$ cat src/rtl/controlador_display_multiplexado.sv
// Time-multiplexed seven-segment driver with shadow/active value registers and frame-aligned updates.
// Optional leading-zero blanking is compiled in when BLANCO_CEROS_EN is defined.
module controlador_display_multiplexado #(
  parameter int DIGITOS     = 4,
  parameter int PRESCALA    = 50000,
  parameter int ANODO_COMUN = 1
) (
  input  logic                   Reloj,
  input  logic                   Reset_n,
  input  logic [4*DIGITOS-1:0]   Dato,
  input  logic                   Cargar,
  input  logic                   Habilitar,
  output logic [6:0]             Segmentos,
  output logic [DIGITOS-1:0]     Anodos,
  output logic                   Actualizado
);

  localparam int PW = $clog2(PRESCALA);
  localparam int IW = (DIGITOS > 1) ? $clog2(DIGITOS) : 1;
  localparam logic [6:0]         SEG_OFF = (ANODO_COMUN != 0) ? 7'h7F : 7'h00;
  localparam logic [DIGITOS-1:0] AN_OFF  = (ANODO_COMUN != 0) ? {DIGITOS{1'b1}} : {DIGITOS{1'b0}};

  logic [PW-1:0]          presc_q, presc_d;
  logic [IW-1:0]          indice_q, indice_d;
  logic [4*DIGITOS-1:0]   shadow_q, shadow_d;
  logic [4*DIGITOS-1:0]   activo_q, activo_d;
  logic                   pendiente_q, pendiente_d;
  logic                   actualizado_q, actualizado_d;
  logic [6:0]             seg_q, seg_d;
  logic [DIGITOS-1:0]     an_q, an_d;

  logic                   tick, fin_trama;
  logic [3:0]             nibble;
  logic [6:0]             seg_bajo;
  logic [DIGITOS-1:0]     un_caliente;
  logic [DIGITOS-1:0]     visible;

  // Decode table is stored active-low; inverted below for common-cathode boards.
  function automatic logic [6:0] decodificar(input logic [3:0] n);
    case (n)
      4'h0:    decodificar = 7'h40;
      4'h1:    decodificar = 7'h79;
      4'h2:    decodificar = 7'h24;
      4'h3:    decodificar = 7'h30;
      4'h4:    decodificar = 7'h19;
      4'h5:    decodificar = 7'h12;
      4'h6:    decodificar = 7'h02;
      4'h7:    decodificar = 7'h78;
      4'h8:    decodificar = 7'h00;
      4'h9:    decodificar = 7'h18;
      4'hA:    decodificar = 7'h08;
      4'hB:    decodificar = 7'h03;
      4'hC:    decodificar = 7'h46;
      4'hD:    decodificar = 7'h21;
      4'hE:    decodificar = 7'h06;
      4'hF:    decodificar = 7'h0E;
      default: decodificar = 7'h7F;
    endcase
  endfunction

  assign tick      = Habilitar && (presc_q == PW'(PRESCALA - 1));
  assign fin_trama = tick && (indice_q == IW'(DIGITOS - 1));

`ifdef BLANCO_CEROS_EN
  logic hay_mayor;
  always_comb begin
    visible   = '0;
    hay_mayor = 1'b0;
    for (int i = DIGITOS - 1; i >= 0; i--) begin
      hay_mayor  = hay_mayor | (activo_q[4*i +: 4] != 4'h0);
      visible[i] = hay_mayor || (i == 0);
    end
  end
`else
  assign visible = {DIGITOS{1'b1}};
`endif

  always_comb begin
    presc_d       = presc_q;
    indice_d      = indice_q;
    shadow_d      = shadow_q;
    activo_d      = activo_q;
    pendiente_d   = pendiente_q;
    actualizado_d = 1'b0;

    if (Habilitar) begin
      presc_d = tick ? '0 : presc_q + PW'(1);
    end
    if (tick) begin
      indice_d = (indice_q == IW'(DIGITOS - 1)) ? '0 : indice_q + IW'(1);
    end

    if (Cargar) begin
      shadow_d    = Dato;
      pendiente_d = 1'b1;
    end
    // A load landing on the frame end bypasses the shadow so it is not delayed a whole frame.
    if (fin_trama && Cargar) begin
      activo_d      = Dato;
      pendiente_d   = 1'b0;
      actualizado_d = 1'b1;
    end else if (fin_trama && pendiente_q) begin
      activo_d      = shadow_q;
      pendiente_d   = 1'b0;
      actualizado_d = 1'b1;
    end
  end

  always_comb begin
    nibble                = activo_q[{indice_q, 2'b00} +: 4];
    seg_bajo              = decodificar(nibble);
    un_caliente           = '0;
    un_caliente[indice_q] = 1'b1;
    seg_d                 = SEG_OFF;
    an_d                  = AN_OFF;
    if (Habilitar && visible[indice_q]) begin
      seg_d = (ANODO_COMUN != 0) ? seg_bajo : ~seg_bajo;
      an_d  = (ANODO_COMUN != 0) ? ~un_caliente : un_caliente;
    end
  end

  always_ff @(posedge Reloj or negedge Reset_n) begin
    if (!Reset_n) begin
      presc_q       <= '0;
      indice_q      <= '0;
      shadow_q      <= '0;
      activo_q      <= '0;
      pendiente_q   <= 1'b0;
      actualizado_q <= 1'b0;
      seg_q         <= SEG_OFF;
      an_q          <= AN_OFF;
    end else begin
      presc_q       <= presc_d;
      indice_q      <= indice_d;
      shadow_q      <= shadow_d;
      activo_q      <= activo_d;
      pendiente_q   <= pendiente_d;
      actualizado_q <= actualizado_d;
      seg_q         <= seg_d;
      an_q          <= an_d;
    end
  end

  assign Segmentos   = seg_q;
  assign Anodos      = an_q;
  assign Actualizado = actualizado_q;

endmodule

$ cat config.mk
export PLATFORM = sky130hd
export DESIGN_NAME = controlador_display_multiplexado
export DESIGN_NICKNAME = d
export VERILOG_FILES = /design/src/rtl/controlador_display_multiplexado.sv
export SDC_FILE = /design/constraint.sdc
export NUM_CORES = 1
export LEC_CHECK = 0
export CAP_MARGIN = 20
export CORE_MARGIN = 1.5
export CORE_UTILIZATION = 52
export CTS_BUF_LIST = sky130_fd_sc_hd__clkbuf_4
export DETAILED_ROUTE_END_ITERATION = 16
export GPL_ROUTABILITY_DRIVEN = 0
export PLACE_DENSITY_LB_ADDON = 0.12
export SLEW_MARGIN = 20
export SYNTH_ARGS = -nofsm -noshare
export SYNTH_HDL_FRONTEND = slang
export SYNTH_SLANG_ARGS = --single-unit
$ cat constraint.sdc
create_clock -name Reloj -period 2.4 [get_ports Reloj]
set_clock_uncertainty 0.05 [all_clocks]
set_input_delay 0.6 -clock Reloj [delete_from_list [all_inputs] [get_ports Reloj]]
set_output_delay 0.6 -clock Reloj [all_outputs]
set_load 0.01 [all_outputs]
==> flow_metrics.tcl, run 1 <==
set metrics [dict create \
    synth_nets 256 \
    cts_resized 0 \
    drc 0 \
    place_ws_ns -0.114 \
    ys_types 44 \
    path_cells "mux4_2, inv_1, ha_1, mux2_2, nand2_1, o311ai_0" \
    path_delay_family "multiplexers" \
    ctsHtreeMaxLevel 3 \
    grt_pass1_wl_um 9070 \
    drt-total-wl_um 5070 \
    io_pins 32 \
    peakVddDrop_mv 0.352 \
    row_count 27 \
    grt_use_total 0.198 \
    die-width_um 78.0 \
    clockBufferDepth 2 \
    cts_tree "built" \
    routed_via_density 5.34 \
    syn_area_sq_mm 0.00292 \
    grt_max_degree 64 \
    relSlewSlack 0.698 \
    maxCapViolations 0 \
    cp_data_arrival_time_ns 2.34 \
    crit_path_end_kind "flip-flop" \
    hold_ws_ns 0.133 \
    synth_seq_cells 63 \
    dr.pass1.iters 4 \
    dieArea_sq_mm 0.00608 \
    hold_path_class "input pin to async pin" \
    p_leak_nw 1.53 \
    slowest_delay_ns 0.62 \
    synth_area_per_cell_sq_um 12.9 \
    final-max-slew-violation-count 0 \
    drt_iter0_markers 61 \
    grt_pass1_vias 1888 \
    synthToLayoutAreaGrowth_pct 19.2 \
    core_area_sq_mm 0.00547 \
    utilization 0.636 \
    crit_buf_inv 1 \
    rsz0062_at_grt "false" \
    clock-root-buffer "clkbuf_4" \
    yosysSeqAreaShare 0.544 \
    worst_pin_slew_ns 0.447 \
    wl_per_cell_um 14.6 \
    finalWorstSetupSlack_ns 0.280 \
    hpwlAfterDp_um 3520 \
    fmax_mhz 472 \
    clk_pin_slew_ns 0.10 \
    startpoint_type "flip-flop" \
    clkLatencyLatePin_ns 0.41 \
    setup_violations 0 \
    antenna_found_initial 0 \
    cp_slowest_cell "mux4_2" \
    final_area_sq_mm 0.00348 \
    port_buffers 31 \
    vias 1853 \
    path_max_fanout 6 \
    cts_setup_buffers 0 \
    async_flop_share 1.00 \
    hold_buffers 0 \
    synth_edf_count 0 \
    critPathRequiredTime_ns 2.62 \
    cellPowerDensity_mw_per_mm2 584 \
    n_antenna_cell 0 \
    antenna_left 0 \
    synthCells 226 \
    fin_nets 300 \
    ys.flop_type "dfrtp_1" \
    layout.cells.non_filler 347 \
    path_class "flip-flop to flip-flop" \
    dp_cells 331 \
    yosys_warnings 0 \
    start_util 0.534 \
    status "finished, final reports clean" \
    place_area_sq_mm 0.00338 \
    drive_gt1_frac 0.280 \
    fin_crit_ns 2.12 \
    cts_sinks 63 \
    final_hold_viol_count 0 \
    grt_overflow 0 \
    min_period_over_period 0.883 \
    cts_buffers 9 \
    fp.dieH_um 78.0 \
]
==> logic make-up after synthesis <==
| kind of cell | synth area share |
|---|---|
| AND/OR/NAND/NOR | 0.129 |
| flip-flops | 0.544 |
| multiplexers | 0.170 |
| buffers and inverters | 0.0325 |
| AO/OA/AOI/OAI | 0.0428 |
| XOR/XNOR | 0.0390 |
| adder cells (fa/ha/maj) | 0.0428 |
==> registers in the layout, indices dropped and copies added, names as in the netlist <==
name,cells
Actualizado,1
activo_q,16
pendiente_q,1
Anodos,4
presc_q,16
indice_q,2
shadow_q,16
Segmentos,7
==> synthesized netlist by cell type, types with 2 or more instances <==
library cell / count / area, sq um
nor3_1: 3 / 15.0
nor4_1: 3 / 18.8
and3_1: 2 / 12.5
o21ai_0: 4 / 20.0
o221ai_1: 3 / 26.3
buf_6: 3 / 33.8
xor2_1: 7 / 61.3
mux2_4: 7 / 105
clkbuf_1: 4 / 15.0
nand2_1: 14 / 52.6
mux2i_1: 3 / 30.0
mux4_2: 4 / 90.1
dfstp_2: 11 / 289
nand4_1: 5 / 31.3
xnor2_1: 6 / 52.6
nand3_1: 5 / 25.0
nor2_1: 12 / 45.0
mux2_2: 24 / 270
nand4_2: 2 / 25.0
nand2b_1: 5 / 31.3
inv_1: 11 / 41.3
dfrtp_1: 52 / 1300
ha_1: 10 / 125
nor2b_1: 4 / 25.0
a21oi_1: 3 / 15.0
==> placed cells by master, fill, tap and decap left out, types with 4 or more instances in the layout <==
master,count
nand2b_1,5
nand4_1,5
nand3_1,5
clkbuf_4,11
nor2b_1,4
dfrtp_1,52
inv_1,11
ha_1,10
dfstp_2,11
o21ai_0,4
mux4_2,4
xor2_1,7
mux2_2,24
buf_4,7
mux2_4,7
clkdlybuf4s50_1,30
nor2_1,12
xnor2_1,6
nand2_1,14
==> cell type report <==
type | count | area [sq um]
fillers | 445 | 1990
repair buffers | 41 | 418
well taps | 72 | 90.1
multi-input cells | 144 | 1240
clock inverters | 5 | 25.0
flip-flops and latches | 63 | 1590
clock buffers | 11 | 82.6
inverters | 11 | 41.3
==> through the flow <==
stage	power (mW)	TNS (ns)
2_1_floorplan	1.34	0
3_3_place_gp	1.45	-1.30
3_5_place_dp	1.45	-1.32
4_1_cts	2.05	0
5_1_grt	2.13	0
6_report	2.04	0
==> layer usage <==
metal	wire length (um)	track usage	up-vias
met3	226	0.0494	11
met1	2530	0.277	920
li1	-	-	883
met4	108	0.104	0
met5	0	0	-
met2	2200	0.285	39
==> worst reg2reg max path, cell delays in order, from the launching register on <==
cell	delay (ns)
dfrtp_1	0.52
mux4_2	0.62
inv_1	0.13
ha_1	0.28
mux2_2	0.19
nand2_1	0.04
o311ai_0	0.14
==> final timing paths <==
check,start,endpoint,slack [ns],cells past startpoint
setup / recovery,indice_q[0],Segmentos[4],0.28,6
hold / removal,Reset_n,shadow_q[3],0.13,2
setup reg to reg,indice_q[0],Segmentos[4],0.28,6
hold reg to reg,presc_q[15],presc_q[15],0.46,1
max in group asynchronous,Reset_n,Segmentos[4],1.85,2
min in group Reloj,presc_q[15],presc_q[15],0.46,1
==> power by group <==
part	leakage [nW]	internal (mW)	switching, mW
combinational	0.694	0.123	0.104
sequential	0.776	1.14	0.0656
clock	0.0617	0.226	0.376
total	1.53	1.49	0.546
Power figures use the tool's default switching activity.
==> inputs of run 2 (changes only) <==
- CORE_MARGIN: 1.5 -> default
==> run 2 against run 1 <==
Sequential share of layout area down 0.98 points. First-iteration DRC count shrank 23%. Sequential power hardly changed. Final cell count unchanged. Total power increased by 16%. Critical endpoint is now activo_q[4]. Largest power group unchanged. Highest routed layer unchanged.
==> flow_metrics.tcl, run 2 (synthesis results as in run 1) <==
set metrics [dict create \
    fp.dieH_um 77.0 \
    drt_iter0_markers 47 \
    hpwlAfterDp_um 3770 \
    clkLatencyLatePin_ns 0.40 \
    p_leak_nw 1.58 \
    io_pins 32 \
    status "finished, final reports clean" \
    cts_resized 0 \
    start_util 0.554 \
    rsz0062_at_grt "false" \
    critPathRequiredTime_ns 2.65 \
    vias 1839 \
    path_max_fanout 9 \
    grt_max_degree 28 \
    setup_violations 0 \
    grt_use_total 0.205 \
    clk_pin_slew_ns 0.11 \
    drt-total-wl_um 5250 \
    row_count 26 \
    hold_buffers 0 \
    fin_nets 302 \
    drive_gt1_frac 0.289 \
    relSlewSlack 0.673 \
    port_buffers 31 \
    hold_path_class "input pin to async pin" \
    peakVddDrop_mv 0.489 \
    cts_sinks 63 \
    final-max-slew-violation-count 0 \
    clockBufferDepth 2 \
    hold_ws_ns 0.0893 \
    drc 0 \
    grt_pass1_vias 1952 \
    clock-root-buffer "clkbuf_4" \
    final_hold_viol_count 0 \
    switching_share 0.228 \
    core_area_sq_mm 0.00527 \
    antenna_left 0 \
    cts_tree "built" \
    startpoint_type "flip-flop" \
    worst_pin_slew_ns 0.491 \
    die-width_um 77.0 \
    fmax_mhz 470 \
    dr.pass1.iters 4 \
    routed_via_density 5.30 \
    min_period_over_period 0.887 \
    dieArea_sq_mm 0.00592 \
    path_class "flip-flop to flip-flop" \
    reg.largest.list "activo_q (16), presc_q (16), shadow_q (16)" \
    layout.cells.non_filler 347 \
    mostFrequentLayoutCells "dfrtp_1 (52), clkdlybuf4s50_1 (30), mux2_2 (24)" \
    seqPwrFrac 0.510 \
    antenna_found_initial 0 \
    p_sw_mw 0.540 \
    grt_overflow 0 \
    n_antenna_cell 0 \
    grt_pass1_wl_um 9220 \
    final_common_cell "dfrtp_1" \
    ctsHtreeMaxLevel 3 \
    cellPowerDensity_mw_per_mm2 665 \
    cts_buffers 9 \
    cp_data_arrival_time_ns 2.38 \
    clkPwrFrac 0.393 \
    p_int_mw 1.83 \
    p_comb_frac 0.097 \
    cts_setup_buffers 0 \
    wl_per_cell_um 15.1 \
    fin_crit_ns 2.13 \
    crit_path_end_kind "flip-flop" \
    maxCapViolations 0 \
    synthToLayoutAreaGrowth_pct 21.8 \
    dp_cells 331 \
]
run 2: cell count changes in the layout (fill, tap and decap cells not counted):
cell        before  now
clkinvlp_4       1    0
clkinv_1         2    1
buf_12           3    2
clkinv_2         2    0
clkbuf_4        11   12
bufinv_16        0    3
buf_4            7   10
run 2: path summary, 6_finish.rpt:
kind,start,endpoint,slack (ns),depth (start not counted)
worst max-delay path,presc_q[4],activo_q[4],0.27,5
worst min-delay path,Reset_n,shadow_q[12],0.09,1
worst max register to register,presc_q[4],activo_q[4],0.27,5
worst min register to register,presc_q[15],presc_q[15],0.45,1
max in group asynchronous,Reset_n,Segmentos[4],1.53,2
min in group Reloj,presc_q[15],presc_q[15],0.45,1
run 2: cell type report:
cell class,instances,area (sq um)
Multi-Input combinational cell,144,1240
Timing Repair Buffer,43,420
Fill cell,390,1710
Clock inverter,4,93.8
Inverter,11,41.3
Tap cell,70,87.6
Clock buffer,12,90.1
Sequential cell,63,1590
run 2: per-stage QoR:
stage               setup WS (ns)  total power, mW  TNS [ns]  instance area [sq um]   util
finish                      0.272             2.37         0                   3560  0.675
global route                0.171             2.48         0                   3560  0.675
CTS                         0.260             2.39         0                   3560  0.675
detailed placement         -0.120             1.46     -1.30                   3380  0.641
global placement          -0.0929             1.46    -0.979                   3380  0.641
floorplan                  0.0825             1.34         0                   2920      -
run 2: layer usage:
metal | part of all wire | vias to the layer above | track usage
met4 | 0.013 | 0 | 0.0923
met3 | 0.035 | 6 | 0.0524
met5 | 0 | - | 0
li1 | - | 886 | -
met2 | 0.49 | 32 | 0.323
met1 | 0.47 | 915 | 0.267
run 2: power groups by stage:
| stage | clock network (mW) | registers, mW | logic, mW |
|---|---|---|---|
| floorplan | 0 | 1.21 | 0.123 |
| global placement | 0 | 1.23 | 0.228 |
| detailed placement | 0 | 1.23 | 0.233 |
| CTS | 0.952 | 1.21 | 0.235 |
| global route | 1.00 | 1.22 | 0.260 |
| finish | 0.929 | 1.21 | 0.230 |
run 2: worst max-delay path, cell delays in order (launching register included):
cell and delay, ns:
dfrtp_1 0.47, nor4_1 0.38, nand4_2 0.26, nor4_4 0.29, buf_4 0.24, mux2_2 0.34
